--- src/rtl/bit_serial_alu_seq.sv ---
// bit_serial_alu_seq: bit-serial ALU sequencer wrapped around an external
// 1-bit result mux. Operands are shifted out LSB-first, the six per-bit
// candidates and the latched select go to the mux, and the mux output is
// shifted back into the result register (right shift, MSB entry).
// One operation takes WIDTH RUN cycles followed by a one-cycle DONE pulse.
// Optional feature macro: BSALU_FLAGS_EN adds carry_flag / zero_flag outputs.
module bit_serial_alu_seq #(
  parameter int WIDTH = 8
) (
  input  logic             clk,
  input  logic             rst_n,
  input  logic             start,
  input  logic [2:0]       opcode,
  input  logic [WIDTH-1:0] op_a,
  input  logic [WIDTH-1:0] op_b,
  output logic             busy,
  output logic             done,
  output logic [WIDTH-1:0] result,
  output logic [2:0]       slct,
  output logic             mov_out,
  output logic             not_out,
  output logic             and_out,
  output logic             or_out,
  output logic             add_out,
  output logic             sub_out,
  input  logic             mux_in
`ifdef BSALU_FLAGS_EN
  ,
  output logic             carry_flag,
  output logic             zero_flag
`endif
);

  localparam int CNT_W = $clog2(WIDTH);
  localparam logic [CNT_W-1:0] LAST_BIT = CNT_W'(WIDTH - 1);
  localparam logic [2:0] OP_SUB = 3'b101;
  localparam logic [2:0] OP_ADD = 3'b110;

  typedef enum logic [1:0] {
    S_IDLE = 2'b00,
    S_RUN  = 2'b01,
    S_DONE = 2'b10
  } state_t;

  state_t           state_q, state_d;
  logic [WIDTH-1:0] a_q, a_d;
  logic [WIDTH-1:0] b_q, b_d;
  logic [WIDTH-1:0] result_q, result_d;
  logic [2:0]       slct_q, slct_d;
  logic [CNT_W-1:0] cnt_q, cnt_d;
  logic             carry_q, carry_d;
  logic             busy_q, done_q;
`ifdef BSALU_FLAGS_EN
  logic             carry_flag_q, carry_flag_d;
  logic             zero_flag_q, zero_flag_d;
`endif

  // Majority of three: carry-out of a full adder.
  function automatic logic maj3(input logic x, input logic y, input logic z);
    return (x & y) | (x & z) | (y & z);
  endfunction

  // Next-state logic of the sequencer FSM.
  always_comb begin
    state_d = state_q;
    case (state_q)
      S_IDLE: begin
        if (start) begin
          state_d = S_RUN;
        end else begin
          state_d = S_IDLE;
        end
      end
      S_RUN: begin
        if (cnt_q == LAST_BIT) begin
          state_d = S_DONE;
        end else begin
          state_d = S_RUN;
        end
      end
      S_DONE:  state_d = S_IDLE;
      default: state_d = S_IDLE;
    endcase
  end

  // Datapath next-state: operand latch/shift, carry chain, result assembly.
  always_comb begin
    a_d      = a_q;
    b_d      = b_q;
    result_d = result_q;
    slct_d   = slct_q;
    cnt_d    = cnt_q;
    carry_d  = carry_q;
`ifdef BSALU_FLAGS_EN
    carry_flag_d = carry_flag_q;
    zero_flag_d  = zero_flag_q;
`endif
    case (state_q)
      S_IDLE: begin
        if (start) begin
          a_d     = op_a;
          b_d     = op_b;
          slct_d  = opcode;
          cnt_d   = {CNT_W{1'b0}};
          // Subtract is A + ~B + 1: the +1 enters as the initial carry.
          carry_d = (opcode == OP_SUB);
        end else begin
          cnt_d = cnt_q;
        end
      end
      S_RUN: begin
        a_d      = a_q >> 1;
        b_d      = b_q >> 1;
        result_d = {mux_in, result_q[WIDTH-1:1]};
        if (slct_q == OP_ADD) begin
          carry_d = maj3(a_q[0], b_q[0], carry_q);
        end else if (slct_q == OP_SUB) begin
          carry_d = maj3(a_q[0], ~b_q[0], carry_q);
        end else begin
          carry_d = carry_q;
        end
        if (cnt_q == LAST_BIT) begin
          cnt_d = {CNT_W{1'b0}};
`ifdef BSALU_FLAGS_EN
          if ((slct_q == OP_ADD) || (slct_q == OP_SUB)) begin
            carry_flag_d = carry_d;
          end else begin
            carry_flag_d = 1'b0;
          end
          zero_flag_d = (result_d == {WIDTH{1'b0}});
`endif
        end else begin
          cnt_d = cnt_q + CNT_W'(1);
        end
      end
      S_DONE:  cnt_d = cnt_q;
      default: cnt_d = cnt_q;
    endcase
  end

  // State and datapath registers with asynchronous active-low reset.
  always_ff @(posedge clk or negedge rst_n) begin
    if (!rst_n) begin
      state_q  <= S_IDLE;
      a_q      <= {WIDTH{1'b0}};
      b_q      <= {WIDTH{1'b0}};
      result_q <= {WIDTH{1'b0}};
      slct_q   <= 3'b000;
      cnt_q    <= {CNT_W{1'b0}};
      carry_q  <= 1'b0;
      busy_q   <= 1'b0;
      done_q   <= 1'b0;
`ifdef BSALU_FLAGS_EN
      carry_flag_q <= 1'b0;
      zero_flag_q  <= 1'b0;
`endif
    end else begin
      state_q  <= state_d;
      a_q      <= a_d;
      b_q      <= b_d;
      result_q <= result_d;
      slct_q   <= slct_d;
      cnt_q    <= cnt_d;
      carry_q  <= carry_d;
      busy_q   <= (state_d == S_RUN);
      done_q   <= (state_d == S_DONE);
`ifdef BSALU_FLAGS_EN
      carry_flag_q <= carry_flag_d;
      zero_flag_q  <= zero_flag_d;
`endif
    end
  end

  // Per-bit candidates must reach the mux in the same cycle, so they are
  // decoded from the operand/carry registers and gated to zero outside RUN.
  always_comb begin
    mov_out = busy_q & a_q[0];
    not_out = busy_q & ~a_q[0];
    and_out = busy_q & (a_q[0] & b_q[0]);
    or_out  = busy_q & (a_q[0] | b_q[0]);
    add_out = busy_q & (a_q[0] ^ b_q[0] ^ carry_q);
    sub_out = busy_q & (a_q[0] ^ ~b_q[0] ^ carry_q);
  end

  assign busy   = busy_q;
  assign done   = done_q;
  assign result = result_q;
  assign slct   = slct_q;
`ifdef BSALU_FLAGS_EN
  assign carry_flag = carry_flag_q;
  assign zero_flag  = zero_flag_q;
`endif

endmodule

--- config.mk ---
export PLATFORM = sky130hd
export DESIGN_NAME = bit_serial_alu_seq
export DESIGN_NICKNAME = d
export VERILOG_FILES = /design/src/rtl/bit_serial_alu_seq.sv
export SDC_FILE = /design/constraint.sdc
export NUM_CORES = 1
export LEC_CHECK = 0
export CAP_MARGIN = 30
export CORE_MARGIN = 5
export CORE_UTILIZATION = 40
export CTS_CLUSTER_SIZE = 20
export DETAILED_ROUTE_END_ITERATION = 8
export PLACE_DENSITY_LB_ADDON = 0.1
export SETUP_SLACK_MARGIN = 0.05
export SYNTH_ARGS = -nofsm -noshare
export SYNTH_HDL_FRONTEND = slang
export SYNTH_SLANG_ARGS = --single-unit
--- constraint.sdc ---
create_clock -name clk -period 2 [get_ports clk]
set_input_delay 0.6 -clock clk [delete_from_list [all_inputs] [get_ports clk]]
set_output_delay 0.6 -clock clk [all_outputs]
set_load 0.02 [all_outputs]
**After elaboration in Yosys (flattened, before gate mapping)**

Cells that the tools add are included.

- Flip-flop bits (word level): 35
- Input port bits: 23
- Word-level logic and storage cells: 60

- $add $sub $neg: 1
- Eq/ne operators: 9
- Mux-type cells: 14
- Bitwise gates (word level): 22
- Reduce and logical (&&, ||, !) cells: 5

Operator list:

| cell | count |
|---|---|
| 8-bit one-hot mux with 2 select lines | 2 |
| 8-bit 2-to-1 mux | 2 |
| 3-bit == test, second input constant | 4 |
| 1-bit bitwise AND | 11 |
| 3-bit 2-to-1 mux | 2 |
| 3-bit one-hot mux with 2 select lines | 1 |
| 1-bit OR | 5 |
| 2-bit by 1-bit == test with 1-bit output, second input constant | 2 |
| 1-bit 2-to-1 mux | 4 |
| 2-bit one-hot mux with 2 select lines | 1 |
| 2-bit AND reduction | 2 |
| 1-bit XOR | 4 |
| 3-bit by 1-bit adder with 3-bit output, second input constant | 1 |
| 3-bit inequality test, second input constant | 1 |
| 3-bit AND reduction | 1 |
| 2-bit == test, second input constant | 1 |
| 2-bit zero test | 1 |
| 2-bit 2-to-1 mux | 1 |
| 2-bit inequality test, second input constant | 1 |
| 1-bit inverter | 2 |
| 1-bit one-hot mux with 2 select lines | 1 |
| 2-bit nonzero test | 1 |

**Logic depth before layout (Yosys ltp)**

- Depth in word-level cells: 7
- Gate-level depth with buffers: 5

**Worst setup path after synthesis**

No wires, ideal clock.

- Kind: flip-flop to output port
- From: register a_q[0]
- To: output port add_out
- Arrival time: 1.271 ns
- Slack: 0.129 ns
- Cell stages (with the launch flop): 3
- Buffers on the path: 0
- Cells stage by stage: dfrtp_1 > fa_1 > nor2b_1

- Longest elaborated chain between the ends: 3

RTL lines:

| what | RTL line | RTL |
|---|---|---|
| from (decl) | 46 | `logic [WIDTH-1:0] a_q, a_d;` |
| from (signal assigned) | 145 | `a_q <= {WIDTH{1'b0}};` |
| 1-bit XOR (2 in series) | 181 | `add_out = busy_q & (a_q[0] ^ b_q[0] ^ carry_q);` |
| 1-bit bitwise AND | 181 |  |
| to (decl) | 24 | `output logic add_out,` |

No other way between the ends.

**Final worst setup path**

- From: register carry_q
- To: output port sub_out

- Longest elaborated chain between the ends: 2

RTL lines:

| what | RTL line | RTL |
|---|---|---|
| from (decl) | 51 | `logic carry_q, carry_d;` |
| from (signal assigned) | 164 | `carry_q <= carry_d;` |
| 1-bit XOR | 182 | `sub_out = busy_q & (a_q[0] ^ ~b_q[0] ^ carry_q);` |
| 1-bit bitwise AND | 182 |  |
| to (decl) | 25 | `output logic sub_out,` |

No other way between the ends.

==> reports/qor.yml <==
clocking:
  cts_hold_buffers: 0
  tritoncts: "yes"
  cts_buffer_depth: 2
  cts_root_buf: "clkbuf_8"
  cts.htree.levels: 2
  clkSinkCount: 35
  path_clk_slew_ns: 0.07
  numCtsBuffers: 5
  clock_latency_ns: 0.29
yosys:
  synth_adder_area_share_pct: 5.590
  netlist_instances: 161
  synthMuxAreaShare_pct: 2.096
  synth_top_family_by_area: "simple AND/OR/NAND/NOR gates"
  synth_fp_nets: 190
  synth_xor_area_share_pct: 0.5435
  syn_area_mm2: 0.001612
  synth_compound_area_share_pct: 16.46
  yosysUniqueCellTypes: 25
  ys_seq_area_share_pct: 54.35
  synth-seq-cells: 35
  synth-simple-area-share_pct: 17.55
  synth.avg_cell_area_um2: 10.01
  ys_warn_count: 0
global_routing:
  grt_pass1_vias: 1365
  grt_pass1_wl_um: 6306
  gr-usage-all-layers_pct: 15.26
  grt_max_degree: 36
  grt-ovfl-total: 0
  antenna_found_initial: 0
floorplan:
  start_util_pct: 40.88
  die_w_um: 73.48
  die_area_mm2: 0.005399
  die_h_um: 73.48
  coreArea_mm2: 0.003943
  num_rows: 23
  io_pins: 42
power:
  combPwrFrac_pct: 49.1
  p_total_mw: 3.373
  power_frac_seq_pct: 36.1
  pwr-share-clk_pct: 14.8
  power_density_mw_per_mm2: 1511
  switching_share_pct: 39.57
  switchingPower_mw: 1.335
  internal_power_mw: 2.038
  ir_worst_vdd_v: 0.0006194
  leakage_nw: 1.024
worst_setup_path:
  critical_path.cell_chain: "fa_1 > and2_1 > buf_6"
  critPathKind: "reg2out"
  start_kind: "flip-flop"
  crit_fanout: 2
  cp_slowest_stage_delay_ns: 0.55
  slowest_stage: "fa_1"
  crit_arrival_ns: 1.48
  startpoint: "carry_q"
  critical_path_required_ns: 1.40
  rr_startpoint: "a_q[0]"
  cp-end-kind: "primary output"
cells_and_area:
  instances_no_fill: 265
  area_growth_pct: 38.51
  post-route-util_pct: 56.62
  antenna_cells: 0
  nNetsFinal: 243
  final_layout_size_suffix_gt1_share_pct: 15.81
  postLayoutCellArea_mm2: 0.002232
  layout.cells.most_common_list: "nand2_1, dfrtp_1, clkdlybuf4s50_1, o21ai_0, buf_4"
  final_common_cell: "nand2_1"
timing:
  finalCritPeriodShare_pct: 104.2
  fin_crit_ns: 2.084
  maxSlewHeadroom_pct: 70.44
  final_max_slew_viol_count: 0
  hold_viol: 0
  finalClockSkew_ns: 0.009064
  tightest_slew_ns: 0.4434
  maxClockFrequency_ghz: 0.4798
  rsz0062_at_grt: "true"
  setup_viol: 3
  final.setup.worst_slack_ns: -0.08399
route:
  drt-wirelength-per-cell_um: 14.13
  drtIter0Drc: 66
  firstDrtPassIters: 4
  viasPerCell: 5.026
  totalWireLength_um: 3744
  ant_nets: 0
  num_vias: 1332
  drc_errors: 0
status:
  violations: "negative setup slack"
  status: "finished with violations"
min_path:
  min_from: "result[0]"
  hp-class: "reg2reg"
place:
  numPortBuffers: 41
  routabilityCongestion: 0.7709
  dp.cells: 256
  dp_slack_ns: -0.2542
  placed_cell_area_mm2: 0.002142
  dp_hpwl_um: 2680
run:
  max-cap-violations: 0
-- layout make-up --
class	instances	area (um^2)
clock buffers	6	72.57
clock inverters	2	12.51
fillers	347	1710
inverters	4	15.01
multi-input cells	113	683.2
flip-flops and latches	35	875.8
well taps	50	62.56
repair buffers	55	510.5
-- worst max-delay path: cells and delay by family, from the launching register on --
| family | cells | cell delay (ns) |
|---|---|---|
| adder cells (fa/ha/maj) | 1 | 0.55 |
| AND/OR/NAND/NOR | 1 | 0.14 |
| buffers and inverters | 1 | 0.11 |
| flip-flops | 1 | 0.40 |
-- power by group through the flow --
stage | Clock, mW | Sequential, mW | Combinational [mW]
floorplan | 0 | 1.35 | 0.807
global placement | 0 | 1.21 | 1.64
detailed placement | 0 | 1.23 | 1.69
CTS | 0.514 | 1.22 | 1.66
global route | 0.545 | 1.27 | 1.83
finish | 0.499 | 1.22 | 1.66
-- flip-flops by register name, indices dropped and copies added, names as in the netlist --
signal and flops:
slct 3, cnt_q 3, a_q 8, state_q 2
carry_q 1, done 1, b_q 8, result 8
busy 1
-- worst paths after layout --
kind                       cells past startpoint        end  slack, ns
setup / recovery                               3    sub_out      -0.08
hold / removal                                 2  result[0]       0.48
setup reg to reg                               7    carry_q       0.26
hold reg to reg                                2  result[0]       0.48
max in group asynchronous                      2     a_q[3]       0.96
min in group asynchronous                      2    slct[2]       0.72
-- routing by layer --
layer / share of wire, % / global-route usage, %
met1: 43 / 18.62
met2: 49 / 25.20
met3: 6.5 / 5.335
met4: 1.1 / 4.829
met5: 0 / 0
-- synth_stat cells --
library cell / count / area share [%]
or4_1: 1 / 0.47
nor2b_1: 8 / 3.1
o21bai_2: 1 / 0.70
xor2_1: 1 / 0.54
a31oi_1: 1 / 0.39
and2b_1: 1 / 0.47
nand4b_1: 1 / 0.54
mux2_2: 3 / 2.1
clkbuf_1: 4 / 0.93
buf_2: 5 / 1.6
a311o_1: 1 / 0.62
and2_1: 3 / 1.2
nor2_1: 4 / 0.93
a22o_1: 2 / 1.1
dfrtp_1: 35 / 54
o31ai_1: 1 / 0.47
nand2b_4: 1 / 0.85
a21oi_1: 3 / 0.93
a22oi_1: 14 / 6.5
o21ai_0: 17 / 5.3
inv_1: 4 / 0.93
ha_1: 4 / 3.1
fa_1: 2 / 2.5
nand2_1: 43 / 10
o211ai_1: 1 / 0.47
-- repair_timing --
action | 4_1_cts | 5_1_grt
pin swaps | 2 | 1
gates cloned | 0 | 0
endpoints found under the setup margin | 7 | 9
setup buffers | 0 | 1
gates resized for setup | 23 | 11
-- logic make-up after synthesis --
logic type,count (synthesis)
XOR/XNOR,1
AND/OR/NAND/NOR,62
AO/OA/AOI/OAI,41
buffers and inverters,13
flip-flops,35
adder cells (fa/ha/maj),6
multiplexers,3
-- stage by stage --
step           hold WS, ns  setup TNS [ns]
4_1_cts             0.4801         -0.1944
3_5_place_dp        0.4626         -0.6452
3_3_place_gp        0.4624         -0.4970
6_report            0.4762         -0.1389
2_1_floorplan       0.3044               0
5_1_grt             0.5160         -0.3873
Power figures use the tool's default switching activity.
